$ cat src/rtl/multicycle_ctrl_pkg.sv
// Shared definitions for the multicycle RV32I control unit: FSM states,
// opcode values, AluControl and AluSrcB encodings, and an opcode-legality helper.
package ctrl_pkg;

  typedef enum logic [3:0] {
    FETCH,
    DECODE,
    EXEC_R,
    EXEC_I,
    ALU_WB,
    MEM_ADR,
    MEM_RD,
    MEM_WB,
    MEM_WR,
    BRANCH,
    JAL
  } state_t;

  localparam logic [6:0] OP_R      = 7'b0110011;
  localparam logic [6:0] OP_I      = 7'b0010011;
  localparam logic [6:0] OP_LOAD   = 7'b0000011;
  localparam logic [6:0] OP_STORE  = 7'b0100011;
  localparam logic [6:0] OP_BRANCH = 7'b1100011;
  localparam logic [6:0] OP_JAL    = 7'b1101111;

  localparam logic [2:0] ALU_ADD = 3'b000;
  localparam logic [2:0] ALU_SUB = 3'b001;
  localparam logic [2:0] ALU_AND = 3'b010;
  localparam logic [2:0] ALU_OR  = 3'b011;
  localparam logic [2:0] ALU_XOR = 3'b100;
  localparam logic [2:0] ALU_SLT = 3'b101;
  localparam logic [2:0] ALU_SLL = 3'b110;
  localparam logic [2:0] ALU_SRL = 3'b111;

  localparam logic [1:0] SRCB_RS2  = 2'b00;
  localparam logic [1:0] SRCB_IMM  = 2'b01;
  localparam logic [1:0] SRCB_FOUR = 2'b10;

  // True for the opcodes this controller knows how to sequence.
  function automatic logic op_legal(input logic [6:0] op);
    return (op == OP_R) || (op == OP_I) || (op == OP_LOAD) ||
           (op == OP_STORE) || (op == OP_BRANCH) || (op == OP_JAL);
  endfunction

endpackage

$ cat src/rtl/multicycle_ctrl_alu_decoder.sv
// ALU operation decoder: maps funct3 (plus funct7[5] for R-type) to AluControl.
// sltu shares the slt code and sra shares the srl code; this ALU has no
// separate unsigned-compare or arithmetic-shift operation.
module alu_decoder
  import ctrl_pkg::*;
#(
  parameter int ALUCTL_W = 3
) (
  input  logic [2:0]          funct3,
  input  logic                funct7_b5,
  input  logic                is_rtype,
  output logic [ALUCTL_W-1:0] alu_control
);

  // funct3 lookup; funct7[5] only distinguishes sub from add on R-type
  always_comb begin
    alu_control = ALU_ADD;
    case (funct3)
      3'b000:         alu_control = (is_rtype && funct7_b5) ? ALU_SUB : ALU_ADD;
      3'b001:         alu_control = ALU_SLL;
      3'b010, 3'b011: alu_control = ALU_SLT;
      3'b100:         alu_control = ALU_XOR;
      3'b101:         alu_control = ALU_SRL;
      3'b110:         alu_control = ALU_OR;
      default:        alu_control = ALU_AND;
    endcase
  end

endmodule

$ cat src/rtl/multicycle_ctrl.sv
// Main control FSM for the multicycle RV32I datapath (fetch, decode, execute,
// memory, writeback). Outputs are decoded from the state register; IRWrite and
// PCWrite in FETCH and MemWrite in MEM_WR follow mem_ready so a stalled memory
// access never commits.
// Optional build macro MULTICYCLE_CTRL_PERF_EN adds the instret and stall_cnt
// performance counters; without it the FSM is unchanged and the ports are absent.
module multicycle_ctrl
  import ctrl_pkg::*;
#(
  parameter int OPCODE_W = 7,
  parameter int ALUCTL_W = 3
) (
  input  logic                clk,
  input  logic                reset,
  input  logic [OPCODE_W-1:0] opcode,
  input  logic [2:0]          funct3,
  input  logic [6:0]          funct7,
  input  logic                mem_ready,
  output logic                mem_req,
  output logic                IorD,
  output logic                MemWrite,
  output logic                MtoR,
  output logic                IRWrite,
  output logic                AluSrcA,
  output logic [1:0]          AluSrcB,
  output logic                RegWrite,
  output logic                Branch,
  output logic                PCWrite,
  output logic                PCSel,
  output logic [ALUCTL_W-1:0] AluControl,
  output logic                illegal_op
`ifdef MULTICYCLE_CTRL_PERF_EN
  ,
  output logic [31:0]         instret,
  output logic [31:0]         stall_cnt
`endif
);

  state_t              state;
  logic [ALUCTL_W-1:0] alu_dec;

  // Only funct7[5] carries meaning for the supported instructions.
  logic unused_funct7;
  assign unused_funct7 = ^{funct7[6], funct7[4:0]};

  alu_decoder #(
    .ALUCTL_W (ALUCTL_W)
  ) u_alu_decoder (
    .funct3      (funct3),
    .funct7_b5   (funct7[5]),
    .is_rtype    (state == EXEC_R),
    .alu_control (alu_dec)
  );

  // State register and transition rules; memory states hold until mem_ready
  always_ff @(posedge clk or negedge reset) begin
    if (!reset) begin
      state <= FETCH;
    end else begin
      case (state)
        FETCH:   if (mem_ready) state <= DECODE;
        DECODE: begin
          case (opcode)
            OP_R:               state <= EXEC_R;
            OP_I:               state <= EXEC_I;
            OP_LOAD, OP_STORE:  state <= MEM_ADR;
            OP_BRANCH:          state <= BRANCH;
            OP_JAL:             state <= JAL;
            default:            state <= FETCH;
          endcase
        end
        EXEC_R:  state <= ALU_WB;
        EXEC_I:  state <= ALU_WB;
        ALU_WB:  state <= FETCH;
        MEM_ADR: state <= opcode[5] ? MEM_WR : MEM_RD;
        MEM_RD:  if (mem_ready) state <= MEM_WB;
        MEM_WB:  state <= FETCH;
        MEM_WR:  if (mem_ready) state <= FETCH;
        BRANCH:  state <= FETCH;
        JAL:     state <= ALU_WB;
        default: state <= FETCH;
      endcase
    end
  end

  // Datapath controls decoded from state; commit strobes gated by mem_ready
  always_comb begin
    mem_req    = 1'b0;
    IorD       = 1'b0;
    MemWrite   = 1'b0;
    MtoR       = 1'b0;
    IRWrite    = 1'b0;
    AluSrcA    = 1'b0;
    AluSrcB    = SRCB_RS2;
    RegWrite   = 1'b0;
    Branch     = 1'b0;
    PCWrite    = 1'b0;
    PCSel      = 1'b0;
    AluControl = ALU_ADD;
    illegal_op = 1'b0;
    case (state)
      FETCH: begin
        mem_req = 1'b1;
        AluSrcB = SRCB_FOUR;
        // reset keeps the instruction/PC loads quiet even if memory is ready
        IRWrite = mem_ready & reset;
        PCWrite = mem_ready & reset;
      end
      DECODE: begin
        AluSrcB    = SRCB_IMM;
        illegal_op = ~op_legal(opcode[6:0]);
      end
      EXEC_R: begin
        AluSrcA    = 1'b1;
        AluSrcB    = SRCB_RS2;
        AluControl = alu_dec;
      end
      EXEC_I: begin
        AluSrcB    = SRCB_IMM;
        AluControl = alu_dec;
      end
      ALU_WB: begin
        RegWrite = 1'b1;
      end
      MEM_ADR: begin
        AluSrcA = 1'b1;
        AluSrcB = SRCB_IMM;
      end
      MEM_RD: begin
        mem_req = 1'b1;
        IorD    = 1'b1;
      end
      MEM_WB: begin
        RegWrite = 1'b1;
        MtoR     = 1'b1;
      end
      MEM_WR: begin
        mem_req  = 1'b1;
        IorD     = 1'b1;
        MemWrite = mem_ready;
      end
      BRANCH: begin
        AluSrcA    = 1'b1;
        AluSrcB    = SRCB_RS2;
        AluControl = ALU_SUB;
        Branch     = 1'b1;
        PCSel      = 1'b1;
      end
      JAL: begin
        PCWrite = 1'b1;
        PCSel   = 1'b1;
        AluSrcB = SRCB_FOUR;
      end
      default: begin
        mem_req = 1'b0;
      end
    endcase
  end

`ifdef MULTICYCLE_CTRL_PERF_EN
  logic retire;

  // An instruction retires on the last cycle of every legal sequence
  assign retire = (state == ALU_WB) || (state == MEM_WB) || (state == BRANCH) ||
                  ((state == MEM_WR) && mem_ready);

  // Retired-instruction and memory-stall counters, free-running modulo 2^32
  always_ff @(posedge clk or negedge reset) begin
    if (!reset) begin
      instret   <= '0;
      stall_cnt <= '0;
    end else begin
      if (retire) instret <= instret + 32'd1;
      if (mem_req && !mem_ready) stall_cnt <= stall_cnt + 32'd1;
    end
  end
`endif

endmodule
$ cat config.mk
export PLATFORM = sky130hd
export DESIGN_NAME = multicycle_ctrl
export DESIGN_NICKNAME = d
export VERILOG_FILES = /design/src/rtl/multicycle_ctrl_pkg.sv /design/src/rtl/multicycle_ctrl_alu_decoder.sv /design/src/rtl/multicycle_ctrl.sv
export SDC_FILE = /design/constraint.sdc
export NUM_CORES = 1
export LEC_CHECK = 0
export BUFFER_PORTS_ARGS = -buffer_cell sky130_fd_sc_hd__buf_2
export CORE_MARGIN = 2
export CORE_UTILIZATION = 36
export DETAILED_ROUTE_END_ITERATION = 12
export PLACE_DENSITY = 0.74
export SLEW_MARGIN = 5
export SYNTH_ARGS = -nofsm -noshare
export SYNTH_HDL_FRONTEND = slang
export SYNTH_SLANG_ARGS = --single-unit
$ cat constraint.sdc
create_clock -name clk -period 1.6 [get_ports clk]
set_input_delay 0.16 -clock clk [delete_from_list [all_inputs] [get_ports clk]]
set_output_delay 0.16 -clock clk [all_outputs]
set_load 0.005 [all_outputs]
### Word-level counts from Yosys, hierarchy flattened

Cells that the tools add are included.
W data, S select, Z words.

* input bits: 20
* memories kept: 0
* bits in registers: 4
* output and inout port bits: 16
* memory bits (writable): 0
* ROM bits: 0
* logic and storage cells: 69
* bits in latches: 0

* equality and inequality tests: 25
* shift operators: 0
* divide/modulo/power cells: 0
* reductions and logical operators: 20
* add/subtract/negate cells: 0
* multiply operators: 0
* $lt $le $gt $ge: 0
* bitwise operators: 2
* muxes and demuxes: 21

Operators with widths (number)
* $pmux W4 S6: 1
* $pmux W4 S5: 1
* $pmux W3 S6: 1
* $eq A4 B3 Y1 const B: 4
* $mux W4: 4
* $eq A7 B6 Y1 const B: 2
* $eq A7 B7 Y1 const B: 2
* $reduce_or A2 Y1: 7
* $eq A4 B4 Y1 const B: 3
* $reduce_or A3 Y1: 4
* $mux W1: 11
* $eq A3 B3 Y1 const B: 3
* $eq A4 B2 Y1 const B: 2
* $eq A7 B2 Y1 const B: 1
* $eq A7 B5 Y1 const B: 1
* $eq A3 B2 Y1 const B: 2
* $ne A2 B2 Y1 const B: 3
* $pmux W3 S2: 1
* $logic_or A1 B1 Y1: 5
* $eq A4 B1 Y1 const B: 1
* $logic_not A4 Y1: 1
* $pmux W2 S2: 1
* $eq A3 B1 Y1 const B: 1
* $logic_not A3 Y1: 1
* 5 further kinds: 5

### Depth between registers and ports, before layout

Gate-level depths: netlist (run 1).

* depth in word-level cells: 8
* mapped depth: 5
* gate-level depth less buffers: 4

### Cells and area by module

Synthesis (run 1) repeated with hierarchy kept, for this count alone.

* cell total of the unflattened synthesis: 81
* area total of the unflattened synthesis: 595.6 sq um

By module, submodules not included
* multicycle_ctrl: cells each 74, times used 1, area an instance 541.8 sq um
* alu_decoder: cells each 7, times used 1, area an instance 53.8 sq um

### Worst setup path before layout (run 1)

No wires, ideal clock.

* path type: reg-to-output
* start point: register state[2]
* end point: output PCWrite
* setup slack: -0.041 ns
* stages on the path, launching flop included: 6
* buffers on the path: 1
* arrival time: 1.481 ns
* required time: 1.440 ns
* path through: dfrtp_1 -> buf_2 -> or2_2 -> or2_2 -> nor3b_1 -> o21bai_1

* word-level cells in the longest chain between the ends: 2
* elaborated cells between the ends (all ways): 3

RTL lines
* start, declared: line multicycle_ctrl.sv:39 `state_t state;`
* start signal, assigned: line multicycle_ctrl.sv:75 `MEM_ADR: state <= opcode[5] ? MEM_WR : MEM_RD;`
* $eq A4 B4 Y1 / $logic_not A4 Y1 (equally long branches): line multicycle_ctrl.sv:101 `case (state)`
* $pmux W1 S2 *: line multicycle_ctrl.sv:101
* end, declared: line multicycle_ctrl.sv:28 `output logic PCWrite,`

Every way passes the cells marked *; elsewhere a longest branch is shown, timed or not.

### Final worst setup path (run 1)

Ends and elaborated chain as after synthesis.

==> impl_metrics.py, run 1 <==
metrics = {
    "yosys": {
        "synth.yosys.seq_area_share_pct": 18.8,
        "netlist.top_cell.by_area": "sky130_fd_sc_hd__dfrtp_1",
        "synth_fp_nets": 98,
        "yosys_warnings": 0,
        "syn-mean-instance-area_um2": 6.82,
        "syn-cell-area_um2": 532,
        "post_synthesis_async_set_or_reset_flop_share_pct": 100,
        "synth.ff_latch_count": 4,
        "distinct_cells_synth": 31,
        "yosys_most_used_dff": "sky130_fd_sc_hd__dfrtp_1",
        "number_of_enable_flip_flop_cells_after_synthesis": 0,
        "post-synth-top-area-fraction_pct": 18.8,
        "ys_top_cells_by_area": "sky130_fd_sc_hd__dfrtp_1, sky130_fd_sc_hd__a21oi_1, sky130_fd_sc_hd__nand2b_1, sky130_fd_sc_hd__nand2_1, sky130_fd_sc_hd__nor2_1",
        "post_synth_inst_count": 78,
    },
    "outcome": {
        "violated_checks": "setup timing",
        "outcome": "finished with violations",
    },
    "setup_path": {
        "critPathCaptureType": "output pin",
        "slowest_delay_ns": 0.39,
        "crit_path_start_kind": "flop",
        "slowest_cell_on_the_critical_path": "sky130_fd_sc_hd__dfrtp_1",
        "timing.critical_path.buf_inv": 1,
        "cp_data_arrival_time_ns": 1.60,
        "path_class": "flop to output pin",
        "worst_path_most_repeated_cell": "sky130_fd_sc_hd__or2_4",
        "reg2reg_slack_ns": -0.01,
        "required_ns": 1.44,
        "cp_max_fo": 2,
        "critical-path-top-delay-family": "simple AND/OR/NAND/NOR gates",
        "critical_path.cell_chain": "or2_4 -> or2_4 -> nor3b_4 -> o21bai_1 -> buf_2",
    },
    "finish": {
        "nNetsFinal": 141,
        "antenna-diode-count": 0,
        "multi_input_gate_area_um2": 498,
        "synthToLayoutAreaGrowth_pct": 70.4,
        "biggestRegsByFlops": "state x4",
        "postLayoutCoreUtil_pct": 67.9,
        "final_cells": 134,
        "register_area_um2": 100,
        "top_register": "state",
        "final_layout_size_suffix_gt1_share_pct": 58.0,
        "largest_reg_flops": 4,
        "fillCellCount": 114,
    },
    "power_and_ir_drop": {
        "power.density_cell_area_nw_per_um2": 450,
        "max-vdd-ir-drop_uv": 172,
        "leakagePower_nw": 0.437,
        "final_total_power_w": 0.000408,
    },
    "cts": {
        "tritoncts": "yes",
        "clk_pin_slew_worst_paths_ns": 0.04,
        "root_buffer": "sky130_fd_sc_hd__clkbuf_4",
        "insertion_delay_ns": 0.23,
        "maximum_count_of_clock_buffers_along_a_single_path": 2,
        "cts_num_sinks": 4,
        "clock_tree.htree_level_count": 1,
        "clock_buffers_created_by_tritoncts": 3,
    },
    "global_routing": {
        "grt_first_pass_wirelength_mm": 2.86,
        "grt_pass1_vias": 666,
        "number_of_antenna_violations_at_the_first_check_in_global_routing": 0,
        "pin_count_of_the_biggest_net_entering_global_routing": 12,
        "grt-ovfl-total": 0,
        "track_usage_pct": 20.1,
    },
    "sta": {
        "hold_viol": 0,
        "setup_viol_count_final": 7,
        "fin_crit_ns": 1.76,
        "grt_setup_unrepaired": "true",
        "fin_skew_ns": 0.00332,
        "achievable-frequency_mhz": 569,
        "period_share_pct": 110,
        "fin_ws_ns": -0.159,
        "tns_ns": -0.510,
        "tightest_slew_ns": 0.284,
        "max_slew_margin_pct": 81.1,
        "final_count_of_pins_violating_max_slew": 0,
    },
    "floorplan": {
        "floorplan.die.height_um": 42.4,
        "core_region_area_um2": 1330,
        "fp.dieArea_um2": 1800,
        "floorplan.io_pins": 36,
        "die_w_um": 42.4,
        "effective_utilization_at_floorplan_pct": 39.9,
        "row_count": 13,
    },
    "place": {
        "io_buffers": 29,
        "routabilityCongestion": 0.840,
        "detailed_place_hpwl_mm": 1.18,
        "place.detailed.instances": 124,
        "dpl_worst_slack_ns": -0.0377,
    },
    "drt": {
        "drt-total-wl_mm": 1.75,
        "drt_drc_violations_left": 0,
        "drt.antenna.violating_nets": 0,
        "detail_route.vias_per_cell": 5.54,
        "drt_iter0_markers": 21,
        "drt_pre_antenna_iters": 4,
        "drt-wirelength-per-cell_um": 13.1,
        "route.vias.total": 743,
    },
    "min_path": {
        "min_path_type": "input pin to flop",
    },
    "flow_run": {
        "cap_viol_max_count": 0,
    },
}
[cell usage after synthesis (2+ instances only)]
cell type,instances
sky130_fd_sc_hd__a21oi_1,9
sky130_fd_sc_hd__a31oi_1,2
sky130_fd_sc_hd__dfrtp_1,4
sky130_fd_sc_hd__nand2_1,10
sky130_fd_sc_hd__nand2b_1,7
sky130_fd_sc_hd__nand3_1,3
sky130_fd_sc_hd__nor2_1,7
sky130_fd_sc_hd__nor3_1,5
sky130_fd_sc_hd__nor3_2,2
sky130_fd_sc_hd__nor3b_1,2
sky130_fd_sc_hd__o21ai_0,4
sky130_fd_sc_hd__or2_2,4
[metal layers]
layer | global-route usage [%] | part of all wire, %
met4 | 7.50 | 0.46
met3 | 3.02 | 5.1
met2 | 34.5 | 51
met1 | 25.1 | 43
met5 | 0 | 0
[cell type report]
class                           instances  share of cell area [%]
Inverter                                1                   0.414
Timing Repair Buffer                   42                    29.0
Multi-Input combinational cell         69                    55.0
Tap cell                               15                    2.07
Clock buffer                            3                    2.49
Sequential cell                         4                    11.0
[report_power, final]
part	switching, W	internal [W]
clock network	0.0000392	0.0000837
registers	0.00000390	0.000106
logic	0.0000916	0.0000839
[placed cells by master, fill, tap and decap left out, types with 4 or more instances in the layout]
cell,count
sky130_fd_sc_hd__o21ai_0,4
sky130_fd_sc_hd__buf_4,9
sky130_fd_sc_hd__dfrtp_1,4
sky130_fd_sc_hd__nor2_1,4
sky130_fd_sc_hd__buf_6,4
sky130_fd_sc_hd__a21oi_1,6
sky130_fd_sc_hd__nand2_1,9
sky130_fd_sc_hd__nand2b_1,5
sky130_fd_sc_hd__buf_2,28
sky130_fd_sc_hd__nor3_1,5
[through the flow]
step           hold WS [ns]  instance area, µm²
2_1_floorplan        -0.136                 537
3_3_place_gp        -0.0315                 718
3_5_place_dp        -0.0277                 718
4_1_cts               0.195                 836
5_1_grt               0.210                 906
6_report              0.206                 906
[worst paths after layout]
| path | from | to | cells after the start |
|---|---|---|---|
| worst min register to register | state[3]$_DFFE_PN0P_ | state[0]$_DFFE_PN0P_ | 2 |
| max in group asynchronous | reset | state[3]$_DFFE_PN0P_ | 2 |
| min in group asynchronous | reset | state[2]$_DFFE_PN0P_ | 2 |
| worst max register to register | state[1]$_DFFE_PN0P_ | state[1]$_DFFE_PN0P_ | 5 |
| worst max-delay path | state[2]$_DFFE_PN0P_ | PCWrite | 5 |
| worst min-delay path | opcode[4] | state[1]$_DFFE_PN0P_ | 2 |
[cells by family (layout without fill, tap and decap cells)]
kind of cell	count (synthesis)	after routing	synth area share (%)
compound gates	21	21	24.2
xor+xnor	1	1	1.65
buf+inv	5	46	5.88
flops	4	4	18.8
simple gates	47	47	49.4
[repair_timing]
action | CTS | global route
hold buffers | 1 | 0
gates resized for setup | 14 | 12
pin swaps | 5 | 5
buffers inserted | 4 | 2
endpoints found under the hold margin | 4 | 0
setup endpoints to repair | 6 | 18
(Power assumes the default switching activity.)
==> run 2, diff against run 1 <==
ABC_AREA = 1   (was unset)
CORE_UTILIZATION = 35   (was 36)
PLACE_DENSITY = 0.72   (was 0.74)
==> impl_metrics.py, run 2 <==
metrics = {
    "setup_path": {
        "cp_data_arrival_time_ns": 1.37,
        "rr_startpoint": "state[1]$_DFFE_PN0P_",
        "required_ns": 1.44,
        "path_class": "flop to output pin",
        "critical_path.cell_chain": "nor2_2 -> nand2_2 -> o31ai_1 -> buf_2",
        "crit_path_start": "state[1]$_DFFE_PN0P_",
        "slowest_cell_on_the_critical_path": "sky130_fd_sc_hd__dfrtp_1",
        "critPathCaptureType": "output pin",
        "slowest_delay_ns": 0.43,
        "crit_path_start_kind": "flop",
        "cp_max_fo": 5,
    },
    "global_routing": {
        "grt_most_used_layer": "met2",
        "met2_grt_util_pct": 32.6,
        "grt-ovfl-total": 0,
        "pin_count_of_the_biggest_net_entering_global_routing": 6,
        "grt_first_pass_wirelength_mm": 2.48,
        "grt_use_met3_pct": 2.59,
        "track_usage_pct": 17.5,
        "global_route.usage.met1_pct": 19.4,
        "number_of_antenna_violations_at_the_first_check_in_global_routing": 0,
        "grt_pass1_vias": 645,
    },
    "sta": {
        "setup_viol_count_final": 0,
        "fin_skew_ns": 0.00743,
        "grt_setup_unrepaired": "false",
        "period_share_pct": 95.5,
        "achievable-frequency_mhz": 655,
        "final_count_of_pins_violating_max_slew": 0,
        "fin_crit_ns": 1.53,
        "tightest_slew_ns": 0.243,
        "hold_viol": 0,
        "tns_ns": 0,
        "max_slew_margin_pct": 83.7,
    },
    "finish": {
        "antenna-diode-count": 0,
        "final_common_cell": "sky130_fd_sc_hd__nand2_1",
        "synthToLayoutAreaGrowth_pct": 40.3,
        "mostFrequentLayoutCells": "sky130_fd_sc_hd__nand2_1, sky130_fd_sc_hd__buf_2, sky130_fd_sc_hd__inv_1",
        "biggestRegsByFlops": "state x4",
        "top_register": "state",
        "post-route-cell-area_um2": 727,
        "final_layout_size_suffix_gt1_share_pct": 31.6,
        "nNetsFinal": 155,
        "fillCellCount": 137,
        "largest_reg_flops": 4,
    },
    "cts": {
        "clk_pin_slew_worst_paths_ns": 0.04,
        "root_buffer": "sky130_fd_sc_hd__clkbuf_4",
        "tritoncts": "yes",
        "clock_tree.htree_level_count": 1,
        "cts_num_sinks": 4,
        "clock_buffers_created_by_tritoncts": 3,
        "number_of_buffers_added_for_setup_after_cts": 0,
        "maximum_count_of_clock_buffers_along_a_single_path": 2,
        "insertion_delay_ns": 0.24,
    },
    "power_and_ir_drop": {
        "power.clock.fraction_pct": 19.9,
        "power.density_cell_area_nw_per_um2": 858,
        "power_frac_comb_pct": 56.1,
        "power.switching_fraction_pct": 44.1,
        "seq_power_share_pct": 24.0,
        "final_total_power_w": 0.000624,
        "leakagePower_nw": 0.478,
        "max-vdd-ir-drop_uv": 489,
        "internal-power_w": 0.000349,
        "total_switching_power_w": 0.000275,
    },
    "place": {
        "io_buffers": 29,
        "detailed_place_hpwl_mm": 1.19,
        "routabilityCongestion": 0.817,
        "dpl_cell_area_um2": 682,
    },
    "drt": {
        "route.vias.total": 722,
        "drt_drc_violations_left": 0,
        "drt_pre_antenna_iters": 5,
        "drt_iter0_markers": 9,
        "detail_route.vias_per_cell": 4.88,
        "drt.antenna.violating_nets": 0,
        "drt-total-wl_mm": 1.40,
        "drt-wirelength-per-cell_um": 9.47,
    },
    "flow_run": {
        "cap_viol_max_count": 0,
    },
    "min_path": {
        "hp-start": "opcode[5]",
        "min_path_type": "input pin to flop",
    },
    "floorplan": {
        "floorplan.die.height_um": 42.5,
        "row_count": 13,
        "effective_utilization_at_floorplan_pct": 38.8,
        "core_region_area_um2": 1330,
        "die_w_um": 42.5,
        "floorplan.io_pins": 36,
        "fp.dieArea_um2": 1800,
    },
    "yosys": {
        "post-synth-top-area-fraction_pct": 25.4,
        "number_of_enable_flip_flop_cells_after_synthesis": 0,
        "synth.most_common_cell": "sky130_fd_sc_hd__nand2_1",
        "distinct_cells_synth": 18,
        "synth.ff_latch_count": 4,
        "syn-cell-area_um2": 518,
        "synth_top_cells_by_count": "sky130_fd_sc_hd__nand2_1, sky130_fd_sc_hd__inv_1, sky130_fd_sc_hd__nor2_1",
        "netlist.top_cell.by_area": "sky130_fd_sc_hd__nand2_1",
        "post_synthesis_async_set_or_reset_flop_share_pct": 100,
        "yosys_warnings": 0,
        "synth_fp_nets": 120,
        "ys_top_cells_by_area": "sky130_fd_sc_hd__nand2_1, sky130_fd_sc_hd__dfrtp_1, sky130_fd_sc_hd__inv_1, sky130_fd_sc_hd__nor2_1, sky130_fd_sc_hd__nand3_1",
        "yosys_most_used_dff": "sky130_fd_sc_hd__dfrtp_1",
        "syn-mean-instance-area_um2": 5.18,
        "post_synth_inst_count": 100,
        "synth.yosys.seq_area_share_pct": 19.3,
    },
    "outcome": {
        "outcome": "completed",
    },
}
-- run 2: path summary, 6_finish.rpt --
check / slack (ns) / end / cells after the start
worst max-delay path: 0.07 / PCWrite / 4
worst min-delay path: 0.20 / state[3]$_DFFE_PN0P_ / 3
worst max register to register: 0.42 / state[0]$_DFFE_PN0P_ / 7
worst min register to register: 0.71 / state[3]$_DFFE_PN0P_ / 3
max in group asynchronous: 1.21 / state[0]$_DFFE_PN0P_ / 2
min in group asynchronous: 0.26 / state[3]$_DFFE_PN0P_ / 2
-- run 2: logic make-up (layout without fill, tap and decap cells) --
family,Yosys count,after routing,share of synthesized area [%]
simple gates,69,69,58.2
buf+inv,19,52,13.8
flops,4,4,19.3
compound gates,8,8,8.70
-- run 2: area by class of cell --
class / count / area (µm²) / area share, %
repair buffers: 30 / 155 / 21.3
well taps: 15 / 18.8 / 2.58
flip-flops and latches: 4 / 100 / 13.8
multi-input cells: 77 / 359 / 49.4
clock buffers: 3 / 22.5 / 3.10
inverters: 19 / 71.3 / 9.81
-- run 2: power groups by stage --
stage          clock [W]  sequential [W]  combinational (W)
4_1_cts         0.000128        0.000146           0.000332
2_1_floorplan          0        0.000143           0.000207
3_3_place_gp           0        0.000147           0.000324
3_5_place_dp           0        0.000148           0.000328
6_report        0.000124        0.000150           0.000350
5_1_grt         0.000130        0.000153           0.000398
-- run 2: repair_timing --
action	in CTS	in global routing
setup endpoints to repair	0	3
gates resized for setup	0	4
hold buffers	1	0
endpoints found under the hold margin	4	0
-- run 2: worst max-delay path, delay by kind of cell (launching register included) --
kind	cells	cell delay [ns]
AO/OA/AOI/OAI	1	0.24
buffers and inverters	1	0.16
flip-flops	1	0.43
AND/OR/NAND/NOR	2	0.30
-- run 2: routing by layer --
layer | up-vias | wire length (µm) | share of wire [%]
met1 | 316 | 580 | 41
met3 | 2 | 87 | 6.2
li1 | 375 | - | -
met4 | 0 | 8 | 0.57
met5 | - | 0 | 0
met2 | 29 | 725 | 52
-- run 2: per-stage QoR --
step	hold WS [ns]	setup slack (ns)	cells	util [%]
2_1_floorplan	-0.136	0.496	100	-
3_3_place_gp	-0.0318	0.289	144	51.1
3_5_place_dp	-0.0297	0.278	144	51.1
4_1_cts	0.193	0.0322	148	53.6
5_1_grt	0.228	0.00116	148	54.5
6_report	0.196	0.0721	148	54.5
